**config.mk**
```make
export PLATFORM = sky130hd
export DESIGN_NAME = spi_master_engine
export DESIGN_NICKNAME = d
export VERILOG_FILES = /design/src/rtl/spi_master_engine_pkg.sv /design/src/rtl/spi_shift_counter.sv /design/src/rtl/spi_master_engine.sv
export SDC_FILE = /design/constraint.sdc
export NUM_CORES = 1
export LEC_CHECK = 0
export CELL_PAD_IN_SITES_DETAIL_PLACEMENT = 0
export CELL_PAD_IN_SITES_GLOBAL_PLACEMENT = 2
export CORE_UTILIZATION = 35
export CTS_CLUSTER_SIZE = 10
export DETAILED_ROUTE_END_ITERATION = 7
export PLACE_DENSITY = 0.86
export SYNTH_ARGS = -nofsm -noshare
export SYNTH_HDL_FRONTEND = slang
export SYNTH_HIERARCHICAL = 1
export SYNTH_SLANG_ARGS = --single-unit
```
**constraint.sdc**
```tcl
create_clock -name i_clock -period 3.1 [get_ports i_clock]
set_clock_uncertainty 0.05 [all_clocks]
set_input_delay 0.465 -clock i_clock [delete_from_list [all_inputs] [get_ports i_clock]]
set_output_delay 0.465 -clock i_clock [all_outputs]
set_load 0.05 [all_outputs]
```
**src/rtl/spi_master_engine_pkg.sv**
```systemverilog
// Shared definitions for the co-processor SPI engine: FSM state encoding and
// the fixed slave channel assignment on the co-processor bus.
package spi_master_engine_pkg;

    typedef enum logic [5:0] {
        ST_IDLE      = 6'b000001,
        ST_SEND      = 6'b000010,
        ST_SENDING   = 6'b000100,
        ST_RECEIVE   = 6'b001000,
        ST_RECEIVING = 6'b010000,
        ST_DONE      = 6'b100000
    } spi_state_t;

    localparam int SLAVE_ALU = 0;
    localparam int SLAVE_BAS = 1;
    localparam int SLAVE_MUL = 2;

endpackage

```
**src/rtl/spi_shift_counter.sv**
```systemverilog
// Clearable up-counter with a terminal-count flag; used for both the bit
// position and the handshake wait budget of the SPI engine.
module spi_shift_counter #(
    parameter int WIDTH = 5
) (
    input  logic             clk,
    input  logic             rst_n,
    input  logic             clear,
    input  logic             enable,
    input  logic [WIDTH-1:0] terminal,
    output logic             last
);

    logic [WIDTH-1:0] count;

    always_ff @(posedge clk or negedge rst_n) begin
        if (!rst_n) begin
            count <= '0;
        end else if (clear) begin
            count <= '0;
        end else if (enable) begin
            count <= count + 1'b1;
        end
    end

    assign last = (count == terminal);

endmodule

```
**src/rtl/spi_master_engine.sv**
```systemverilog
// Reusable SPI request engine: handshake with the selected slave, shift the
// request out LSB first, wait for the reply start and shift RX_WIDTH bits in.
module spi_master_engine
    import spi_master_engine_pkg::*;
#(
    parameter  int NUM_SLAVES     = 3,
    parameter  int TX_WIDTH       = 20,
    parameter  int RX_WIDTH       = 8,
    parameter  int TIMEOUT_CYCLES = 64,
    localparam int SEL_W          = (NUM_SLAVES > 1) ? $clog2(NUM_SLAVES) : 1,
    localparam int LEN_W          = $clog2(TX_WIDTH + 1)
) (
    input  logic                  i_clock,
    input  logic                  i_reset,
    input  logic                  i_start,
    input  logic [SEL_W-1:0]      i_select,
    input  logic [LEN_W-1:0]      i_tx_len,
    input  logic [TX_WIDTH-1:0]   i_tx_data,
    output logic                  o_ready,
    output logic                  o_done,
    output logic                  o_error,
    output logic [RX_WIDTH-1:0]   o_rx_data,
    output logic                  o_sclk,
    output logic [NUM_SLAVES-1:0] o_nss,
    output logic                  o_mosi,
    input  logic                  i_miso
);

    localparam int BIT_W  = $clog2(((TX_WIDTH > RX_WIDTH) ? TX_WIDTH : RX_WIDTH) + 1);
    localparam int WAIT_W = $clog2(TIMEOUT_CYCLES + 1);

    spi_state_t          state;
    logic [LEN_W-1:0]    len_q;
    logic [TX_WIDTH-1:0] tx_shift;
    logic [RX_WIDTH-1:0] rx_shift;
    logic                request_ok;

    logic [BIT_W-1:0]    bit_term;
    logic                bit_en, bit_clr, bit_last;
    logic                wait_en, wait_clr, wait_last;

    assign request_ok = (32'(i_select) < NUM_SLAVES) && (i_tx_len != '0) &&
                        (32'(i_tx_len) <= TX_WIDTH);

    assign bit_en   = (state == ST_SENDING) || (state == ST_RECEIVING);
    assign bit_clr  = !bit_en || bit_last;
    assign bit_term = (state == ST_SENDING) ? BIT_W'(len_q - 1'b1) : BIT_W'(RX_WIDTH - 1);

    // Wait budget only runs while a handshake is outstanding; any ack restarts it.
    assign wait_en  = ((state == ST_SEND) && i_miso) || ((state == ST_RECEIVE) && !i_miso);
    assign wait_clr = !wait_en;

    spi_shift_counter #(.WIDTH(BIT_W)) u_bit_counter (
        .clk      (i_clock),
        .rst_n    (i_reset),
        .clear    (bit_clr),
        .enable   (bit_en),
        .terminal (bit_term),
        .last     (bit_last)
    );

    spi_shift_counter #(.WIDTH(WAIT_W)) u_wait_counter (
        .clk      (i_clock),
        .rst_n    (i_reset),
        .clear    (wait_clr),
        .enable   (wait_en),
        .terminal (WAIT_W'(TIMEOUT_CYCLES - 1)),
        .last     (wait_last)
    );

    always_ff @(posedge i_clock or negedge i_reset) begin
        if (!i_reset) begin
            state     <= ST_IDLE;
            len_q     <= '0;
            tx_shift  <= '0;
            rx_shift  <= '0;
            o_nss     <= '1;
            o_mosi    <= 1'b0;
            o_done    <= 1'b0;
            o_error   <= 1'b0;
            o_rx_data <= '0;
        end else begin
            o_done <= 1'b0;
            unique case (state)
                ST_IDLE: begin
                    if (i_start) begin
                        len_q    <= i_tx_len;
                        tx_shift <= i_tx_data;
                        if (request_ok) begin
                            state  <= ST_SEND;
                            o_nss  <= ~(NUM_SLAVES'(1) << i_select);
                            o_mosi <= 1'b1;
                        end else begin
                            state     <= ST_DONE;
                            o_done    <= 1'b1;
                            o_error   <= 1'b1;
                            o_rx_data <= '0;
                        end
                    end
                end
                ST_SEND: begin
                    if (!i_miso) begin
                        state  <= ST_SENDING;
                        o_mosi <= tx_shift[0];
                    end else if (wait_last) begin
                        state     <= ST_DONE;
                        o_done    <= 1'b1;
                        o_error   <= 1'b1;
                        o_rx_data <= '0;
                        o_nss     <= '1;
                        o_mosi    <= 1'b0;
                    end
                end
                ST_SENDING: begin
                    // mosi is registered, so it is loaded one bit ahead of the shifter.
                    tx_shift <= tx_shift >> 1;
                    if (bit_last) begin
                        state  <= ST_RECEIVE;
                        o_mosi <= 1'b0;
                    end else begin
                        o_mosi <= tx_shift[1];
                    end
                end
                ST_RECEIVE: begin
                    if (i_miso) begin
                        state <= ST_RECEIVING;
                    end else if (wait_last) begin
                        state     <= ST_DONE;
                        o_done    <= 1'b1;
                        o_error   <= 1'b1;
                        o_rx_data <= '0;
                        o_nss     <= '1;
                    end
                end
                ST_RECEIVING: begin
                    rx_shift <= {i_miso, rx_shift[RX_WIDTH-1:1]};
                    if (bit_last) begin
                        state     <= ST_DONE;
                        o_done    <= 1'b1;
                        o_error   <= 1'b0;
                        o_rx_data <= {i_miso, rx_shift[RX_WIDTH-1:1]};
                        o_nss     <= '1;
                    end
                end
                ST_DONE: begin
                    state <= ST_IDLE;
                end
                default: begin
                    state  <= ST_IDLE;
                    o_nss  <= '1;
                    o_mosi <= 1'b0;
                end
            endcase
        end
    end

    assign o_ready = (state == ST_IDLE);
    assign o_sclk  = i_clock;

endmodule

```
## Yosys cells after proc, flatten, opt, wreduce, memory -nomap -nowiden

Cells that the tools add are included.

- Add/sub/neg operators: 3
- $lt $le $gt $ge: 2
- Eq/ne operators: 16
- Shift-type cells: 1
- Mux-type cells: 48
- Bitwise logic cells: 3
- Reduce and logical (&&, ||, !) cells: 21

Operators with widths:

| operator | count |
|---|---|
| two-way mux 8 bit | 6 |
| two-way mux 6 bit | 7 |
| one-hot mux 20 bit (2 select lines) | 1 |
| one-hot mux 8 bit (4 select lines) | 1 |
| one-hot mux 6 bit (5 select lines) | 1 |
| two-way mux 20 bit | 1 |
| two-way mux 3 bit | 6 |
| two-way mux 1 bit | 17 |
| two-way mux 5 bit | 3 |
| one-hot mux 3 bit (5 select lines) | 1 |
| != test 2 bit (second input constant) | 6 |
| one-hot mux 1 bit (4 select lines) | 3 |
| AND reduction 6 bit | 2 |
| adder 7 x 1 -> 7 bit (second input constant) | 1 |
| == test 7 x 6 -> 1 bit (second input constant) | 1 |
| two-way mux 7 bit | 1 |
| == test 6 x 1 -> 1 bit (second input constant) | 1 |
| == test 6 x 2 -> 1 bit (second input constant) | 1 |
| == test 6 x 3 -> 1 bit (second input constant) | 1 |
| == test 6 x 4 -> 1 bit (second input constant) | 1 |
| == test 6 x 5 -> 1 bit (second input constant) | 1 |
| == test 6 bit (second input constant) | 1 |
| adder 5 x 1 -> 5 bit (second input constant) | 1 |
| == test 5 bit | 1 |
| 19 further kinds | 28 |

- Register bits: 65
- Input bits: 31

## Depth between registers and ports, before layout

Gate-level depths: netlist of run 1.

- Depth after elaboration: 6
- Mapped depth: 12
- Gate-level depth less buffers: 12

## Hierarchy

Netlist of run 1, hierarchy kept.

By module, submodules not included:

| module | times used | cells each | area each (um^2) | seq. area each (um^2) |
|---|---|---|---|---|
| spi_master_engine | 1 | 236 | 2,502.4 | 1,306.3 |
| spi_shift_counter at u_wait_counter | 1 | 40 | 395.4 | 175.2 |
| spi_shift_counter at u_bit_counter | 1 | 26 | 271.5 | 125.1 |

==> PnR_summary.wiki, run 1 <==
{| class="wikitable"
! Metric !! Value
|-
| Status || completed
|-
| Switching power as a share of total power || 0.354
|-
| Via count || between 2000 and 2500
|-
| Starting Density || 0.362
|-
| Synthesized area divided by synthesized cell count || about 10 sq um
|-
| Worst supply voltage drop on vdd || between 0.4 and 0.5 mV
|-
| Antenna violations before repair || 0
|-
| Pin count of the biggest net entering global routing || 41
|-
| Number of buffer cells added on primary ports || 46
|-
| Unrepaired setup endpoints after global routing || no
|-
| Remaining global-route overflow || 0
|-
| Drt via density || between 4 and 5
|-
| Die X || 97.2 um
|-
| Max transition margin || 0.497
|-
| Antenna diode count || 0
|-
| Distinct cell type count of the synthesized netlist || 51
|-
| First-pass GRT wire length || about 12000 um
|-
| Largest fanout on the critical path || 2
|-
| Weighted congestion reported at the end of routability-driven placement || roughly 0.78
|-
| Total iterations of the first detailed-routing run || 4
|-
| Setup CP Type || clock port to output pin
|-
| Worst-margin pin slew || roughly 0.75 ns
|-
| Summed instance area of the synthesized netlist || approximately 0.0032 sq mm
|-
| Number of violations reported at the end of detailed-routing iteration 0 || 74
|-
| Flop and latch count out of synthesis || 64
|-
| Share of layout cells above drive strength 1 || 0.128
|-
| Number of cell rows || 34
|-
| Clock network latency to the later pin of the worst-skew pair || ~0.44 ns
|-
| Timing startpoint of the critical path || i_clock
|-
| Final slew viol count || 0
|-
| Worst endpoint required time || between 2 and 3 ns
|-
| Asr flop ratio synth || 1.00
|-
| Relative contribution of sequential cells to total power || 0.411
|-
| Synth-to-Final Area Change || 25.1%
|-
| Largest area contributor in the synthesized netlist || sky130_fd_sc_hd__dfrtp_1
|-
| Reg2Reg Depth || 10
|-
| Final TNS setup || 0 ns
|-
| Internal Power || between 1500 and 2000 uW
|-
| Areal power density over the cells || between 700 and 800 mW/mm^2
|-
| Type of origin of the critical path || clock port
|-
| TritonCTS clock tree || built
|-
| Crit path arrival time || 2.46 ns
|-
| Aggregate global-route resource usage || 0.154
|-
| Area of the die || 0.00944 sq mm
|-
| Part of the Yosys area used for sequential elements || 0.507
|-
| Area of the placeable core || around 0.009 sq mm
|-
| HPWL Detailed || 4750 um
|-
| Sw power || between 1000 and 1500 uW
|-
| Routed Wire Length || between 6000 and 7000 um
|-
| Die Height || approximately 100 um
|-
| Synth top area share || 0.474
|-
| Total setup violations reported at the end of the flow || 0
|-
| Post-synthesis cell count || between 300 and 400
|-
| Most instantiated flip-flop cell in the synthesis netlist || sky130_fd_sc_hd__dfrtp_1
|-
| WL per Instance || 14.2 um
|-
| Final count of hold timing violations || 0
|-
| Reported leakage power || 0.00174 uW
|-
| Worst hold path type || primary input to asynchronous set/reset pin
|-
| Main area contributors after synthesis || sky130_fd_sc_hd__dfrtp_1 47%, sky130_fd_sc_hd__mux2i_1 6.6%, sky130_fd_sc_hd__nand2_1 6.4%
|-
| Post-synth EDFFs || 0
|-
| IO Count || 47
|-
| Number of global-route vias before repair || around 2400
|-
| CP Capture Type || output pin
|-
| Number of maximum-capacitance violations || 0
|-
| Yosys Warn Count || 6
|-
| Number of remaining DRC errors || 0
|-
| Count of nets after finishing || between 300 and 400
|-
| Clock transition at the register clock pins on the worst setup and hold paths after CTS || approximately 0.070 ns
|-
| Startpoint of the lowest-slack register-to-register path || state[5]
|-
| Number of nets still failing antenna checks after routing || 0
|-
| Proportion of power drawn by combinational gates || 0.331
|-
| Final Hold Slack || just under 0.4 ns
|-
| Proportion of power drawn by the clock network || 0.259
|}
layout by cell type, fill, tap and decap left out, types with 7 or more instances in the layout:
master	n
sky130_fd_sc_hd__inv_1	9
sky130_fd_sc_hd__xor2_1	12
sky130_fd_sc_hd__mux2i_1	21
sky130_fd_sc_hd__dfrtp_1	60
sky130_fd_sc_hd__xnor2_1	11
sky130_fd_sc_hd__conb_1	7
sky130_fd_sc_hd__o21ai_0	21
sky130_fd_sc_hd__clkdlybuf4s50_1	44
sky130_fd_sc_hd__clkbuf_8	13
sky130_fd_sc_hd__nor2_1	18
sky130_fd_sc_hd__nand2_1	54
sky130_fd_sc_hd__buf_4	8
sky130_fd_sc_hd__a22o_1	9
routing by layer:
layer	GRT usage	vias to the layer above	part of all wire
met1	0.206	1141	0.48
met3	0.0374	12	0.039
li1	-	1167	-
met2	0.236	49	0.46
met4	0.0666	0	0.015
met5	0	-	0
Yosys cell counts (4+ instances only):
cell type and number:
sky130_fd_sc_hd__inv_1 9, sky130_fd_sc_hd__a21oi_1 6, sky130_fd_sc_hd__mux2_2 6, sky130_fd_sc_hd__dfrtp_1 60
sky130_fd_sc_hd__a22o_1 9, sky130_fd_sc_hd__nand4_1 6, sky130_fd_sc_hd__mux2i_1 21, sky130_fd_sc_hd__clkbuf_1 5
sky130_fd_sc_hd__nand3_1 6, sky130_fd_sc_hd__nor2_1 18, sky130_fd_sc_hd__xor2_1 12, sky130_fd_sc_hd__nand2_1 54
sky130_fd_sc_hd__o21ai_0 21, sky130_fd_sc_hd__xnor2_1 11, sky130_fd_sc_hd__dfstp_2 4
critical path: stages:
cell                              delay, ns
sky130_fd_sc_hd__clkbuf_8              0.11
sky130_fd_sc_hd__clkbuf_8              0.12
sky130_fd_sc_hd__clkdlybuf4s50_1       0.69
cell type report:
class / instances / area, sq um
fill: 860 / 4800
inverter: 9 / 33.8
sequential: 64 / 1610
timing repair buffer: 54 / 514
clock buffer: 17 / 200
clock inverter: 1 / 5.00
multi-input combinational: 222 / 1470
tap: 108 / 135
per-stage QoR:
stage	util	cells	area [sq um]	total power, uW	setup WS, ns
after global placement	0.429	457	3760	2320	0.363
after global routing	0.453	475	3970	3220	0.0736
after detailed placement	0.429	457	3760	2330	0.363
after floorplan	-	307	3190	2040	0.331
final	0.453	475	3970	3000	0.124
after CTS	0.453	475	3970	3050	0.117
power groups by stage:
stage,combinational [uW],clock (uW),sequential (uW)
2_1_floorplan,677,69.5,1290
3_3_place_gp,1010,74.4,1240
3_5_place_dp,1010,74.4,1250
4_1_cts,1010,802,1230
5_1_grt,1110,842,1270
6_report,993,777,1230
state kept, by name, summed over array words and instances, names as in the netlist:
name,flops
len_q,5
tx_shift,20
rx_shift,7
o_done,1
u_bit_counter/count,5
o_rx_data,8
o_mosi,1
state,6
u_wait_counter/count,7
o_nss,3
o_error,1
cell families (layout without fill, tap and decap cells):
| logic type | count (synthesis) | in the layout | synth area share |
|---|---|---|---|
| AND/OR/NAND/NOR | 107 | 107 | 0.167 |
| flip-flops | 64 | 64 | 0.507 |
| AO/OA/AOI/OAI | 52 | 52 | 0.112 |
| multiplexers | 30 | 30 | 0.102 |
| XOR/XNOR | 23 | 23 | 0.0636 |
| buffers and inverters | 21 | 81 | 0.0347 |
| adder cells (fa/ha/maj) | 3 | 3 | 0.0118 |
| other | 2 | 7 | 0.00237 |
what timing repair did:
| item | 4_1_cts | 5_1_grt |
|---|---|---|
| hold buffers | 1 | 0 |
| buffers inserted | 0 | 0 |
| hold endpoints to repair | 11 | 0 |
| gates resized for setup | 1 | 0 |
| endpoints found under the setup margin | 1 | 0 |
final timing paths:
check	endpoint	slack, ns
min reg2reg	tx_shift[16]	0.43
min	tx_shift[12]	0.39
max in group asynchronous	o_rx_data[7]	1.94
min in group i_clock	tx_shift[16]	0.43
max	o_sclk	0.12
max reg2reg	o_nss[2]	0.50
Power figures use the tool's default switching activity.
==> run 2, diff against run 1 <==
--- a/config.mk
+++ b/config.mk
@@ -7,6 +7,7 @@
 export LEC_CHECK = 0
 export CELL_PAD_IN_SITES_DETAIL_PLACEMENT = 0
 export CELL_PAD_IN_SITES_GLOBAL_PLACEMENT = 2
+export CORE_ASPECT_RATIO = 1.1
 export CORE_UTILIZATION = 35
 export CTS_CLUSTER_SIZE = 10
 export DETAILED_ROUTE_END_ITERATION = 7
@@ -15,3 +16,4 @@
 export SYNTH_HDL_FRONTEND = slang
 export SYNTH_HIERARCHICAL = 1
 export SYNTH_SLANG_ARGS = --single-unit
+export TNS_END_PERCENT = 100
==> run 2 against run 1 <==
  * Final area rose by 1.6%
  * Worst setup slack barely moved
  * Wire length rose by 2.2%
  * Sequential power barely moved
  * Count of clock-buffer cells in the layout fell by 3
  * Register-to-register slack got worse by 0.03 ns
  * Utilization rose by 0.40 points
  * Combinational power barely moved
  * Global-route usage rose by 0.72 points
  * Worst hold slack improved by 0.046 ns
  * Critical path depth did not move
  * Largest power group unchanged
  * Highest routed layer unchanged
==> PnR_summary.wiki, run 2 (synthesis results as in run 1) <==
{| class="wikitable"
! Metric !! Value
|-
| Final Hold Slack || ~0.43 ns
|-
| Number of global-route vias before repair || about 2400
|-
| Setup Fix Bufs, Post-CTS || 0
|-
| Internal Power || between 2000 and 2500 uW
|-
| Instance area after placement || ~0.0038 sq mm
|-
| Critical path's most frequent cell || sky130_fd_sc_hd__clkbuf_8
|-
| Pin count of the biggest net entering global routing || 42
|-
| Antenna violations before repair || 0
|-
| Number of nets still failing antenna checks after routing || 0
|-
| Number of maximum-capacitance violations || 0
|-
| Final slew viol count || 0
|-
| Switching power as a share of total power || 0.346
|-
| Count of nets after finishing || 398
|-
| HPWL Detailed || 4820 um
|-
| Proportion of power drawn by the clock network || 0.299
|-
| Total setup violations reported at the end of the flow || 0
|-
| Setup CP Type || clock port to output pin
|-
| Drt via density || around 4.9
|-
| Slowest Stage Delay on Critical Path || between 0.6 and 0.7 ns
|-
| Max FFs per register || 20
|-
| Final cell area excluding filler cells || around 0.004 sq mm
|-
| Area of the placeable core || 0.00883 sq mm
|-
| Reported leakage power || about 0.0018 uW
|-
| Remaining global-route overflow || 0
|-
| Final count of hold timing violations || 0
|-
| IO Count || between 40 and 50
|-
| Areal power density over the cells || a little under 800 mW/mm^2
|-
| Max transition margin || 0.617
|-
| Number of cell rows || 36
|-
| Non-filler cells, final || 483
|-
| Worst hold path type || flip-flop to flip-flop
|-
| Crit path arrival time || roughly 2.5 ns
|-
| Routed Wire Length || 6890 um
|-
| Timing startpoint of the critical path || i_clock
|-
| Die Height || around 100 um
|-
| Clock network latency to the later pin of the worst-skew pair || 0.45 ns
|-
| Number of violations reported at the end of detailed-routing iteration 0 || between 80 and 90
|-
| Clock transition at the register clock pins on the worst setup and hold paths after CTS || approximately 0.07 ns
|-
| Aggregate global-route resource usage || 0.161
|-
| Area of the die || between 0.009 and 0.01 sq mm
|-
| First-pass GRT wire length || between 10000 and 15000 um
|-
| Most frequent cells in the layout || 60 x sky130_fd_sc_hd__dfrtp_1, 54 x sky130_fd_sc_hd__nand2_1, 44 x sky130_fd_sc_hd__clkdlybuf4s50_1
|-
| Synth-to-Final Area Change || 27.2%
|-
| Worst supply voltage drop on vdd || ~0.50 mV
|-
| Proportion of power drawn by combinational gates || 0.313
|-
| Total iterations of the first detailed-routing run || 4
|-
| Number of placed instances with taps included || approximately 460
|-
| Relative contribution of sequential cells to total power || 0.389
|-
| WL per Instance || 14.3 um
|-
| Die X || 92.7 um
|-
| Final TNS setup || 0 ns
|-
| Number of remaining DRC errors || 0
|-
| Status || completed
|-
| Share of layout cells above drive strength 1 || 0.138
|-
| Largest fanout on the critical path || 2
|-
| Most flop-heavy register || tx_shift
|-
| Number of buffer cells added on primary ports || 46
|-
| Startpoint of the lowest-slack register-to-register path || state[5]
|-
| Sw power || approximately 1100 uW
|-
| Starting Density || 0.359
|-
| Utilization of the core after routing || 0.457
|-
| Antenna diode count || 0
|-
| Worst-margin pin slew || 0.569 ns
|-
| Startpoint of the lowest-slack hold path || tx_shift[18]
|-
| Weighted congestion reported at the end of routability-driven placement || 0.798
|-
| Unrepaired setup endpoints after global routing || no
|-
| Worst endpoint required time || between 2 and 3 ns
|-
| TritonCTS clock tree || built
|-
| Largest registers ranked by flip-flop count || tx_shift: 20 flops, o_rx_data: 8 flops
|-
| Slowest cell on the critical path || sky130_fd_sc_hd__clkdlybuf4s50_1
|-
| Via count || 2353
|-
| CP Capture Type || output pin
|-
| Ordered cell list for the critical path || clkbuf_8 -> clkbuf_8 -> clkdlybuf4s50_1
|-
| Type of origin of the critical path || clock port
|-
| Most common cell after layout, fill and taps aside || sky130_fd_sc_hd__dfrtp_1
|}
run 2: changes by cell type in the layout (fill, tap and decap cells not counted), sizes merged:
cell,previous run,this run
clkinv,1,4
bufinv,0,2
clkbuf,16,13
run 2: area by class of cell:
type | count | area [sq um]
clock buffer | 14 | 179
clock inverter | 6 | 83.8
fill | 883 | 4800
inverter | 9 | 33.8
multi-input combinational | 222 | 1470
sequential | 64 | 1610
tap | 114 | 143
timing repair buffer | 54 | 514
run 2: power by group through the flow:
stage | combinational (uW) | clock [uW] | sequential (uW)
after floorplan | 677 | 69.5 | 1290
after global placement | 991 | 74.4 | 1250
after detailed placement | 1010 | 74.4 | 1250
after CTS | 1010 | 975 | 1240
after global routing | 1090 | 1010 | 1270
final | 993 | 949 | 1240
run 2: path summary, 6_finish.rpt:
| check | end | slack, ns | depth (start not counted) |
|---|---|---|---|
| setup / recovery | o_sclk | 0.12 | 3 |
| hold / removal | tx_shift[17] | 0.43 | 2 |
| setup reg to reg | o_nss[0] | 0.47 | 10 |
| hold reg to reg | tx_shift[17] | 0.43 | 2 |
| max in group asynchronous | o_nss[1] | 2.02 | 3 |
| min in group asynchronous | len_q[1] | 0.52 | 3 |
run 2: critical path, delay by kind of cell:
kind / cells / cell delay (ns)
buffers and inverters: 3 / 0.92
run 2: through the flow:
step / setup WS [ns] / total power [uW]
global route: 0.0566 / 3370
CTS: 0.114 / 3220
global placement: 0.363 / 2310
floorplan: 0.331 / 2040
detailed placement: 0.363 / 2340
finish: 0.123 / 3180
run 2: routing by layer:
layer / GRT usage / vias to the layer above / share of wire / routed length (um)
li1: - / 1169 / - / -
met1: 0.217 / 1126 / 0.51 / 3480
met2: 0.237 / 46 / 0.43 / 2990
met3: 0.0353 / 12 / 0.040 / 276
met4: 0.0970 / 0 / 0.020 / 141
met5: 0 / - / 0 / 0
run 2: timing repair:
action / 4_1_cts / 5_1_grt
hold endpoints to repair: 23 / 0
gates resized for setup: 1 / 0
setup endpoints to repair: 1 / 0
hold buffers: 1 / 0
==> run 3, diff against run 2 <==
--- a/config.mk
+++ b/config.mk
@@ -8,10 +8,11 @@
 export CELL_PAD_IN_SITES_DETAIL_PLACEMENT = 0
 export CELL_PAD_IN_SITES_GLOBAL_PLACEMENT = 2
 export CORE_ASPECT_RATIO = 1.1
-export CORE_UTILIZATION = 35
+export CORE_UTILIZATION = 31
 export CTS_CLUSTER_SIZE = 10
 export DETAILED_ROUTE_END_ITERATION = 7
-export PLACE_DENSITY = 0.86
+export GPL_TIMING_DRIVEN = 0
+export PLACE_DENSITY = 0.81
 export SYNTH_ARGS = -nofsm -noshare
 export SYNTH_HDL_FRONTEND = slang
 export SYNTH_HIERARCHICAL = 1
==> constraint.sdc (replaced) <==
create_clock -name i_clock -period 2.65 [get_ports i_clock]
set_clock_uncertainty 0.05 [all_clocks]
set_input_delay 0.3975 -clock i_clock [delete_from_list [all_inputs] [get_ports i_clock]]
set_output_delay 0.3975 -clock i_clock [all_outputs]
set_load 0.05 [all_outputs]
==> run 3 against run 2 <==
  * The flow now finishes with violations (design-rule violations)
  * Via count up 4.2%
  * Sequential power up 17%
  * Worst hold slack got worse by 0.43 ns
  * Total power is 17% higher
  * First-iteration DRC count up 18%
  * Clock power is 6% higher
  * Wire length is 6.4% higher
  * Global-route usage shrank 1.4 points
  * Utilization is 3.6 points lower
  * Critical path depth rose by 4
  * Critical endpoint is now u_wait_counter/count[5]
  * Largest cell class unchanged
==> PnR_summary.wiki, run 3 (synthesis results as in run 1) <==
{| class="wikitable"
! Metric !! Value
|-
| TritonCTS clock tree || built
|-
| Max transition margin || 0.459
|-
| Setup CP Type || flip-flop to flip-flop
|-
| Final cell area excluding filler cells || around 0.0042 sq mm
|-
| Crit path arrival time || 2.84 ns
|-
| Final slew viol count || 0
|-
| Fillers || around 1000
|-
| Largest fanout on the critical path || 8
|-
| Max Freq || approximately 400 MHz
|-
| Max FFs per register || 20
|-
| Clock network latency to the later pin of the worst-skew pair || around 0.44 ns
|-
| Area of the multi-input gates || roughly 0.0015 sq mm
|-
| IO Count || 47
|-
| Most common cell after layout, fill and taps aside || sky130_fd_sc_hd__dfrtp_1
|-
| Die X || slightly below 100 um
|-
| Status || finished with violations
|-
| Worst-case register-to-register setup slack || roughly 0.13 ns
|-
| Antenna diode count || 0
|-
| Routed Wire Length || ~7300 um
|-
| Total setup violations reported at the end of the flow || 0
|-
| Weighted congestion reported at the end of routability-driven placement || 0.731
|-
| Starting Density || 0.320
|-
| Worst hold path type || primary input to asynchronous set/reset pin
|-
| Worst-margin pin slew || just over 0.8 ns
|-
| Area of the die || about 0.011 sq mm
|-
| Die Height || between 100 and 150 um
|-
| Reported leakage power || about 0.0018 uW
|-
| Number of violations reported at the end of detailed-routing iteration 0 || between 100 and 150
|-
| Unrepaired setup endpoints after global routing || yes
|-
| Aggregate global-route resource usage || 0.147
|-
| Synth-to-Final Area Change || 31.3%
|-
| Instance area after placement || around 0.0038 sq mm
|-
| Area of the placeable core || 0.00989 sq mm
|-
| Area of all sequential standard cells || 0.00161 sq mm
|-
| Capturing point of the worst reg2reg path || u_wait_counter/count[5]
|-
| Clock transition at the register clock pins on the worst setup and hold paths after CTS || approximately 0.07 ns
|-
| Post-route clock period utilization || 0.950
|-
| Most flop-heavy register || tx_shift
|-
| Pin count of the biggest net entering global routing || 65
|-
| Largest registers ranked by flip-flop count || tx_shift: 20 flops, o_rx_data: 8 flops
|-
| Areal power density over the cells || around 890 mW/mm^2
|-
| First-pass GRT wire length || around 12000 um
|-
| Share of layout cells above drive strength 1 || 0.189
|-
| Final count of hold timing violations || 0
|-
| Drt via density || just under 5
|-
| Number of global-route vias before repair || approximately 2500
|-
| CP Capture Type || flip-flop
|-
| Type of origin of the critical path || flip-flop
|-
| Total iterations of the first detailed-routing run || 6
|-
| Final TNS setup || 0 ns
|-
| Reg2Reg Depth || 7
|-
| Via count || 2453
|-
| Number of buffer cells added on primary ports || 45
|-
| Number of maximum-capacitance violations || 0
|-
| Post-route minimum period || 2.52 ns
|-
| Remaining global-route overflow || 0
|-
| Worst endpoint required time || ~3.0 ns
|-
| Count of nets after finishing || 410
|-
| Worst supply voltage drop on vdd || between 0.3 and 0.4 mV
|-
| Startpoint of the lowest-slack register-to-register path || state[2]
|-
| Antenna violations before repair || 0
|-
| Violations in the final reports || design-rule violations
|-
| WL per Instance || approximately 15 um
|-
| Number of cell rows || 38
|-
| Number of remaining DRC errors || 6
|-
| Most frequent cells in the layout || 57 x sky130_fd_sc_hd__dfrtp_1, 53 x sky130_fd_sc_hd__nand2_1, 42 x sky130_fd_sc_hd__clkdlybuf4s50_1
|-
| Number of nets still failing antenna checks after routing || 0
|-
| HPWL Detailed || 4860 um
|}
## run 3: power by group
part           switching, uW  total (uW)  internal [uW]
sequential               192        1450           1260
combinational            668        1250            585
clock                    457        1010            558
## run 3: critical path, cell delays in order, from the launching register on
cell and delay (ns):
sky130_fd_sc_hd__dfrtp_2 0.47, sky130_fd_sc_hd__or4_4 0.60, sky130_fd_sc_hd__nor3b_4 0.25, sky130_fd_sc_hd__mux2_4 0.24, sky130_fd_sc_hd__buf_4 0.16, sky130_fd_sc_hd__nand4_1 0.16, sky130_fd_sc_hd__or3_1 0.38, sky130_fd_sc_hd__a21oi_1 0.15
## run 3: how the worst max path moves through the flow
stage	start	end	slack, ns	cells after the start
6_report	state[2]	u_wait_counter/count[5]	0.13	7
5_1_grt	state[2]	u_wait_counter/count[5]	-0.03	7
4_1_cts	state[1]	u_wait_counter/count[5]	0.005	8
3_5_place_dp	state[5]	o_rx_data[4]	-0.49	12
3_3_place_gp	i_reset	o_rx_data[2]	-1.14	1
2_1_floorplan	state[5]	o_nss[0]	0.02	12
## run 3: stage by stage
| stage | std cells | worst slack (ns) | util | hold WS [ns] | power (uW) |
|---|---|---|---|---|---|
| 5_1_grt | 501 | -0.0340 | 0.421 | 0.0765 | 3970 |
| 3_3_place_gp | 472 | -1.14 | 0.384 | 0.410 | 2750 |
| 6_report | 501 | 0.131 | 0.421 | 0.00320 | 3720 |
| 2_1_floorplan | 307 | 0.0233 | - | 0.0519 | 2400 |
| 3_5_place_dp | 472 | -0.488 | 0.384 | 0.421 | 2780 |
| 4_1_cts | 497 | 0.00491 | 0.414 | 0.0297 | 3740 |
## run 3: per-layer routing
metal	routed length (um)	GRT usage	up-vias
met5	0	0	-
met2	3280	0.228	57
li1	-	-	1195
met1	3580	0.192	1193
met4	98	0.0842	0
met3	369	0.0310	8
## run 3: layout make-up
cell class	instances	share of cell area
Tap cell	120	0.0361
Buffer	11	0.0177
Multi-Input combinational cell	222	0.367
Inverter	9	0.00812
Clock inverter	6	0.0144
Timing Repair Buffer	55	0.127
Sequential cell	64	0.387
Clock buffer	14	0.0427
## run 3: timing repair
action / in CTS / in global routing
buffers inserted: 6 / 5
pin swaps: 4 / 10
endpoints found under the setup margin: 20 / 21
hold buffers: 0 / 0
gates resized for setup: 12 / 14
